==> src/rtl/tug_pkg.sv <==
// Shared tug-of-war types: rope FSM states and the 2-bit winner encoding.
package tug_pkg;

  typedef enum logic [1:0] {
    PLAY  = 2'd0,
    WIN_L = 2'd1,
    WIN_R = 2'd2
  } rope_state_t;

  localparam logic [1:0] WIN_NONE  = 2'b00;
  localparam logic [1:0] WIN_RIGHT = 2'b01;
  localparam logic [1:0] WIN_LEFT  = 2'b10;

  function automatic logic [1:0] win_code(input rope_state_t s);
    case (s)
      WIN_L:   win_code = WIN_LEFT;
      WIN_R:   win_code = WIN_RIGHT;
      default: win_code = WIN_NONE;
    endcase
  endfunction

endpackage

==> src/rtl/score_counter.sv <==
// Saturating win counter: count updates on the edge after inc, sticks at all-ones.
// No backpressure; every inc pulse is taken unless already saturated.
module score_counter #(
  parameter int SCORE_W = 3
) (
  input  logic               clk,
  input  logic               reset,
  input  logic               inc,
  output logic [SCORE_W-1:0] count
);

  always_ff @(posedge clk or posedge reset) begin
    if (reset) begin
      count <= '0;
    end else if (inc && (count != {SCORE_W{1'b1}})) begin
      count <= count + 1'b1;
    end
  end

endmodule

==> src/rtl/rope_tracker.sv <==
// Tug-of-war rope position FSM; all outputs registered, latency 1 from pull to leds/winner/score.
// No backpressure: every pull in PLAY acts; pulls in win states are dropped. ROPE_SCORE_EN adds score counters.
module rope_tracker
  import tug_pkg::*;
#(
  parameter int NUM_LEDS    = 9,
  parameter int HOLD_CYCLES = 16,
  parameter int SCORE_W     = 3
) (
  input  logic                clk,
  input  logic                reset,
  input  logic                pull_l,
  input  logic                pull_r,
  output logic [NUM_LEDS-1:0] leds,
  output logic [1:0]          winner,
  output logic                round_over,
  output logic [SCORE_W-1:0]  score_l,
  output logic [SCORE_W-1:0]  score_r
);

  localparam int PW = $clog2(NUM_LEDS);
  localparam int HW = (HOLD_CYCLES > 1) ? $clog2(HOLD_CYCLES) : 1;

  localparam logic [PW-1:0]       POS_MAX   = PW'(NUM_LEDS - 1);
  localparam logic [PW-1:0]       POS_C     = PW'((NUM_LEDS - 1) / 2);
  localparam logic [HW-1:0]       HOLD_LAST = HW'(HOLD_CYCLES - 1);
  localparam logic [NUM_LEDS-1:0] LED_ONE   = NUM_LEDS'(1);

  rope_state_t   state, state_nxt;
  logic [PW-1:0] pos, pos_nxt;
  logic [HW-1:0] hold, hold_nxt;

  logic pull_l_only, pull_r_only;
  assign pull_l_only = pull_l && !pull_r;
  assign pull_r_only = pull_r && !pull_l;

  // Pulling past an end LED becomes a win instead of wrapping the position.
  always_comb begin
    state_nxt = state;
    pos_nxt   = pos;
    hold_nxt  = hold;
    case (state)
      PLAY: begin
        if (pull_l_only) begin
          if (pos < POS_MAX) pos_nxt = pos + 1'b1;
          else               state_nxt = WIN_L;
        end else if (pull_r_only) begin
          if (pos != '0) pos_nxt = pos - 1'b1;
          else           state_nxt = WIN_R;
        end
      end
      default: begin
        if (hold == HOLD_LAST) begin
          state_nxt = PLAY;
          pos_nxt   = POS_C;
          hold_nxt  = '0;
        end else begin
          hold_nxt = hold + 1'b1;
        end
      end
    endcase
  end

  always_ff @(posedge clk or posedge reset) begin
    if (reset) begin
      state      <= PLAY;
      pos        <= POS_C;
      hold       <= '0;
      leds       <= LED_ONE << POS_C;
      winner     <= WIN_NONE;
      round_over <= 1'b0;
    end else begin
      state      <= state_nxt;
      pos        <= pos_nxt;
      hold       <= hold_nxt;
      leds       <= (state_nxt == PLAY) ? (LED_ONE << pos_nxt) : '0;
      winner     <= win_code(state_nxt);
      round_over <= (state_nxt != PLAY);
    end
  end

`ifdef ROPE_SCORE_EN
  logic win_l_evt, win_r_evt;
  assign win_l_evt = (state == PLAY) && pull_l_only && (pos == POS_MAX);
  assign win_r_evt = (state == PLAY) && pull_r_only && (pos == '0);

  score_counter #(.SCORE_W(SCORE_W)) u_score_l (
    .clk   (clk),
    .reset (reset),
    .inc   (win_l_evt),
    .count (score_l)
  );

  score_counter #(.SCORE_W(SCORE_W)) u_score_r (
    .clk   (clk),
    .reset (reset),
    .inc   (win_r_evt),
    .count (score_r)
  );
`else
  assign score_l = '0;
  assign score_r = '0;
`endif

endmodule

==> config.mk <==
export PLATFORM = sky130hd
export DESIGN_NAME = rope_tracker
export DESIGN_NICKNAME = d
export VERILOG_FILES = /design/src/rtl/tug_pkg.sv /design/src/rtl/score_counter.sv /design/src/rtl/rope_tracker.sv
export SDC_FILE = /design/constraint.sdc
export NUM_CORES = 1
export LEC_CHECK = 0
export CORE_ASPECT_RATIO = 2
export CORE_MARGIN = 10
export CORE_UTILIZATION = 45
export DETAILED_ROUTE_END_ITERATION = 12
export HOLD_SLACK_MARGIN = 0.12
export PLACE_DENSITY = 0.8
export SLEW_MARGIN = 20
export SYNTH_ARGS = -nofsm -noshare
export SYNTH_HDL_FRONTEND = slang
export SYNTH_SLANG_ARGS = --single-unit
==> constraint.sdc <==
create_clock -name clk -period 2.3 [get_ports clk]
set_input_delay 0.46 -clock clk [delete_from_list [all_inputs] [get_ports clk]]
set_output_delay 0.46 -clock clk [all_outputs]
set_load 0.01 [all_outputs]
# [Word level (Yosys, flattened, before mapping)]
# Index checks and enable logic that the tools add are counted.
[op_classes] n_addsub=3 magnitude_cmp=1 n_eq_ne=3 n_shift=1 muxes=15 reduce_logical=8
[op_table] operator="$mux 4" n=7
[op_table] operator="$mux 2" n=6
[op_table] operator="$mux 9" n=1
[op_table] operator="$shl 1x4->9 const A" n=1
[op_table] operator="$add 4x1->4 const B" n=2
[op_table] operator="$eq 4x4->1 const B" n=1
[op_table] operator="$logic_not 2->1" n=2
[op_table] operator="$lt 4x4->1 const B" n=1
[op_table] operator="$pmux 2 s2" n=1
[op_table] operator="$reduce_bool 4->1" n=1
[op_table] operator="$sub 4x1->4 const B" n=1
[op_table] operator="$eq 2x1->1 const B" n=1
[op_table] operator="$eq 2x2->1 const B" n=1
[op_table] operator="$logic_and 1x1->1" n=2
[op_table] operator="$logic_not 1->1" n=2
[op_table] operator="$reduce_bool 2->1" n=1
[totals] ff_bits=22 in_bits=4 out_inout_bits=18 elab_cells=37

# [Longest topological paths before layout]
# Gate-level depths: netlist of the first run.
[depth] ltp_word=7 depth_mapped=9 depth_no_buf=8

# [Least setup slack after synthesis of the first run]
# No wires, ideal clock.
[synth_timing] kind="register to register" start="register pos[0]" end="register leds[8]" setup_ns=0.120 t_arrival_ns=2.041 t_required_ns=2.180 slack_ns=0.140 stages_incl_launch_ff=10 path_buffers=1 synth_period_minus_slack_ns=2.160 path_cell_list="dfrtp_1 > clkbuf_1 > inv_1 > ha_1 > or3b_4 > and3_1 > o41a_1 > inv_2 > nor3_1 > and3b_1"
[synth_between] elab_chain_len=7 word_cells_on_any_way=18 cone_classes="add/sub (2); order compare (1); shift (1); mux (12); reduce/logical (2)"
[synth_rtl] item="start, declared" line_no="rope_tracker.sv:30" rtl="logic [PW-1:0] pos, pos_nxt;"
[synth_rtl] item="start signal, assigned" line_no="rope_tracker.sv:74" rtl="pos <= pos_nxt;"
[synth_rtl] item="$sub 4x1->4 / $reduce_bool 4->1 (equally long branches)" line_no="rope_tracker.sv:48" rtl="if (pos != '0) pos_nxt = pos - 1'b1;"
[synth_rtl] item="$mux 4" line_no="rope_tracker.sv:48"
[synth_rtl] item="$mux 4" line_no="rope_tracker.sv:47" rtl="end else if (pull_r_only) begin"
[synth_rtl] item="$mux 4 (*)" line_no="rope_tracker.sv:44" rtl="if (pull_l_only) begin"
[synth_rtl] item="$mux 4 (*)" line_no="rope_tracker.sv:42" rtl="case (state)"
[synth_rtl] item="named net pos_nxt[1]" line_no="rope_tracker.sv:30"
[synth_rtl] item="$shl 1x4->9 (*)" line_no="rope_tracker.sv:76" rtl="leds <= (state_nxt == PLAY) ? (LED_ONE << pos_nxt) : '0;"
[synth_rtl] item="$mux 9 (*)" line_no="rope_tracker.sv:76"
[synth_rtl] item="end signal, assigned" line_no="rope_tracker.sv:69" rtl="leds <= LED_ONE << POS_C;"
[synth_rtl] item="end signal, assigned" line_no="rope_tracker.sv:76"
[synth_rtl] item="end, declared" line_no="rope_tracker.sv:14" rtl="output logic [NUM_LEDS-1:0] leds,"
# The timed path passes the listed nets; every way through them passes the cells marked *.
# A chain may end at the register's enable or synchronous reset.

# [Final worst setup path of the first run]
[layout_timing] start="input pull_r" end="register leds[8]"
[layout_between] elab_chain_len=6 word_cells_on_any_way=12 cone_classes="shift (1); mux (7); reduce/logical (4)"
[layout_rtl] item="start, declared" line_no="rope_tracker.sv:13" rtl="input logic pull_r,"
[layout_rtl] item="$logic_and 1x1->1 / $logic_not 1->1 (equally long branches)" line_no="rope_tracker.sv:35, rope_tracker.sv:34"
[layout_rtl] item="$mux 4 / $logic_and 1x1->1 (equally long branches)" line_no="rope_tracker.sv:47, rope_tracker.sv:34"
[layout_rtl] item="$mux 4 (*)" line_no="rope_tracker.sv:44"
[layout_rtl] item="$mux 4 (*)" line_no="rope_tracker.sv:42"
[layout_rtl] item="named net pos_nxt[3]" line_no="rope_tracker.sv:30"
[layout_rtl] item="$shl 1x4->9 (*)" line_no="rope_tracker.sv:76"
[layout_rtl] item="$mux 9 (*)" line_no="rope_tracker.sv:76"
# Marks and branches as above.

==> impl_results.md, run 1 <==
* Most common cell after layout, fill and taps aside: dfrtp_1
* Max_cap viols at 0
* Least-Margin Pin Slew at 0.737 ns
* Fin area at 1510 um2
* GP Congestion at 0.847
* CTS tree: built
* Die area at 5440 um2
* Placed inst area at 1440 um2
* Crit path largest cell delay at 0.67 ns
* Worst r2r path cells at 8
* DR vias at 1097
* Worst flop-to-flop path startpoint: pos[1]
* Status: finished, final reports clean
* Later-pin clock latency in the skew report at 0.26 ns
* Chip Height at 94.8 um
* Clock root buffer: clkbuf_8
* Slew Limit Headroom at 0.503
* CTS Sinks at 22
* Fin. max-slew vios at 0
* Drt drc at 0
* Hold WC Path Type: input port to async pin
* EDFF count, synth at 0
* WL final at 3100 um
* Post-Syn Area per Cell at 9.00 um2
* Number of global-route vias before repair at 1079
* Compound-gate portion of the synthesized area at 0.199
* H-tree lvl count at 1
* Pleak at 0.684 nW
* First-pass GRT wire length at 5260 um
* CP endpoint kind: flop
* CP Cell Sequence: clkdlybuf4s50_1 -> nand2b_1 -> buf_4 -> o311ai_0 -> and3b_1
* N_diodes at 0
* Period utilization at 0.915
* Pwr Density at 1400 nW/um2
* Largest net degree at the start of global routing at 23
* Ports at 22
* Max VDD drop at 1.10 mV
* Combinational family with the most area after synthesis: simple AND/OR/NAND/NOR gates
* Worst path arrival time at 2.31 ns
* CP max FO at 6
* Crit path buffers/inverters at 2
* Synth Area in Adders at 0.0298
* CP Launch Type: input port
* Hold slack at 0.525 ns
* RSZ-0062 raised after global routing: no
* Ys Warns at 0
* HPWL after DPL at 2440 um
* Nets at 165
* Cell area after synthesis at 1260 um2
* Mux share of post-synthesis cell area at 0.00794
* All-Layer GR Usage at 0.116
* Synth Area in XOR/XNOR at 0.0139
* Most frequent cells in the layout: dfrtp_1, clkdlybuf4s50_1, nor2_1, o21ai_0, nand2_1
* Synth Instances at 140
* Mean number of vias per cell at 5.90
* Initial antenna violation count at 0
* R2r setup slk at 0.25 ns
* Fraction of the yosys area taken by sequential cells at 0.439
* CTS resizes at 0
* Post-DRT Antenna Nets at 0
* Site Rows at 27
* Crit path time final at 2.10 ns
* # port buffers at 15
* #FFs+latches synth at 22
* CP max stage cell: o311ai_0
* Worst-path clk slew at 0.08 ns
* Drt pass-1 iters at 4
* Worst R2R End: leds[8]
* 1st-iter DRT viols at 36
* FMAX at 475 MHz
* Initial core utilization at 0.460
* WP data required at 2.50 ns
* Ys flop type: dfrtp_1
* WL per Instance at 16.7 um
* Die X at 57.4 um
* Share of cells above drive strength 1 at 0.115
* Yosys cell types at 44
* Core Area at 2740 um2
* Synth Area in Simple Gates at 0.218
* Asr flop ratio synth at 1.00
* Bufs on Longest Clock Path at 2
* Setup Skew at 0.00561 ns
* WS Path Type: input port to flop
* Final setup fails at 0
* Final hold violation count at 0
* Setup bufs post-CTS at 0
* Gr ovfl total at 0
* Area growth from synthesis to layout at 20.2%
* CTS buffer count at 3
* CP delay by family, top: buffers and inverters
* # hold bufs at CTS at 0
==> routing by layer <==
| layer | vias to the layer above | GRT usage | part of all wire |
|---|---|---|---|
| met3 | 10 | 0.0282 | 0.057 |
| met2 | 45 | 0.220 | 0.58 |
| met5 | - | 0 | 0 |
| met1 | 529 | 0.115 | 0.34 |
| met4 | 0 | 0.0472 | 0.025 |
| li1 | 513 | - | - |
==> tightest hold or removal path: stages <==
cell,delay (ns)
clkdlybuf4s50_1,0.40
inv_1,0.05
buf_4,0.27
==> worst max path at each step <==
stage	start	to	slack [ns]	cells after the start
2_1_floorplan	pos[0]	leds[8]	0.14	9
3_3_place_gp	pull_r	leds[8]	-0.04	7
3_5_place_dp	pull_r	leds[8]	-0.02	7
4_1_cts	pos[1]	leds[8]	0.24	8
5_1_grt	pos[1]	leds[8]	0.12	8
6_report	pull_r	leds[8]	0.20	5
==> synth_stat cells (2+ instances only) <==
cell type / n / area, um2
dfstp_2: 2 / 52.6
and3_1: 2 / 12.5
o221ai_1: 2 / 17.5
a22oi_1: 2 / 15.0
nand2b_1: 4 / 25.0
clkbuf_1: 9 / 33.8
a211oi_1: 3 / 22.5
buf_4: 6 / 45.0
xnor2_1: 2 / 17.5
a21oi_1: 4 / 20.0
dfrtp_1: 20 / 500
nor2_1: 13 / 48.8
nor2b_1: 8 / 50.1
o211a_1: 2 / 20.0
ha_1: 3 / 37.5
nand2_1: 10 / 37.5
nand3_1: 7 / 35.0
inv_1: 5 / 18.8
o21ai_0: 11 / 55.1
==> cell families (layout without fill, tap and decap cells) <==
| logic type | count (synthesis) | after routing |
|---|---|---|
| flip-flops | 22 | 22 |
| XOR/XNOR | 2 | 2 |
| multiplexers | 1 | 1 |
| other | 1 | 6 |
| AND/OR/NAND/NOR | 53 | 53 |
| adder cells (fa/ha/maj) | 3 | 3 |
| AO/OA/AOI/OAI | 36 | 36 |
| buffers and inverters | 22 | 34 |
==> power by group <==
group | switching (W) | internal [W] | leakage, nW | total (W)
Sequential | 0.000112 | 0.000549 | 0.279 | 0.000661
Clock | 0.000125 | 0.000233 | 0.0357 | 0.000358
Combinational | 0.000631 | 0.000474 | 0.370 | 0.00111
==> final cells by class <==
type,count,area (um2)
Multi-Input combinational cell,101,613
Clock buffer,3,41.3
Fill cell,253,1220
Clock inverter,1,30.0
Timing Repair Buffer,24,218
Tap cell,29,36.3
Inverter,6,22.5
Sequential cell,22,553
==> sequential cells by signal, summed over array words and instances, names as in the netlist <==
signal      cells
pos             4
state           2
hold            4
leds            9
winner          2
round_over      1
==> per-stage QoR <==
stage	cells	util	setup TNS, ns	power, W	worst slack (ns)
global placement	182	0.527	-0.0392	0.00172	-0.0392
CTS	186	0.553	0	0.00212	0.243
finish	186	0.553	0	0.00212	0.195
floorplan	145	-	0	0.00138	0.140
global route	186	0.553	0	0.00229	0.115
detailed placement	182	0.527	-0.0160	0.00176	-0.0160
Note: power is estimated with default switching activity, not from simulation.
==> run 2: changes to the inputs <==
--- a/config.mk
+++ b/config.mk
@@ -9,7 +9,7 @@
 export CORE_MARGIN = 10
 export CORE_UTILIZATION = 45
 export DETAILED_ROUTE_END_ITERATION = 12
-export HOLD_SLACK_MARGIN = 0.12
+export HOLD_SLACK_MARGIN = 0.02
 export PLACE_DENSITY = 0.8
 export SLEW_MARGIN = 20
 export SYNTH_ARGS = -nofsm -noshare
==> results of run 2 <==
The final DEF is identical to that of run 1; final timing and power are the same.
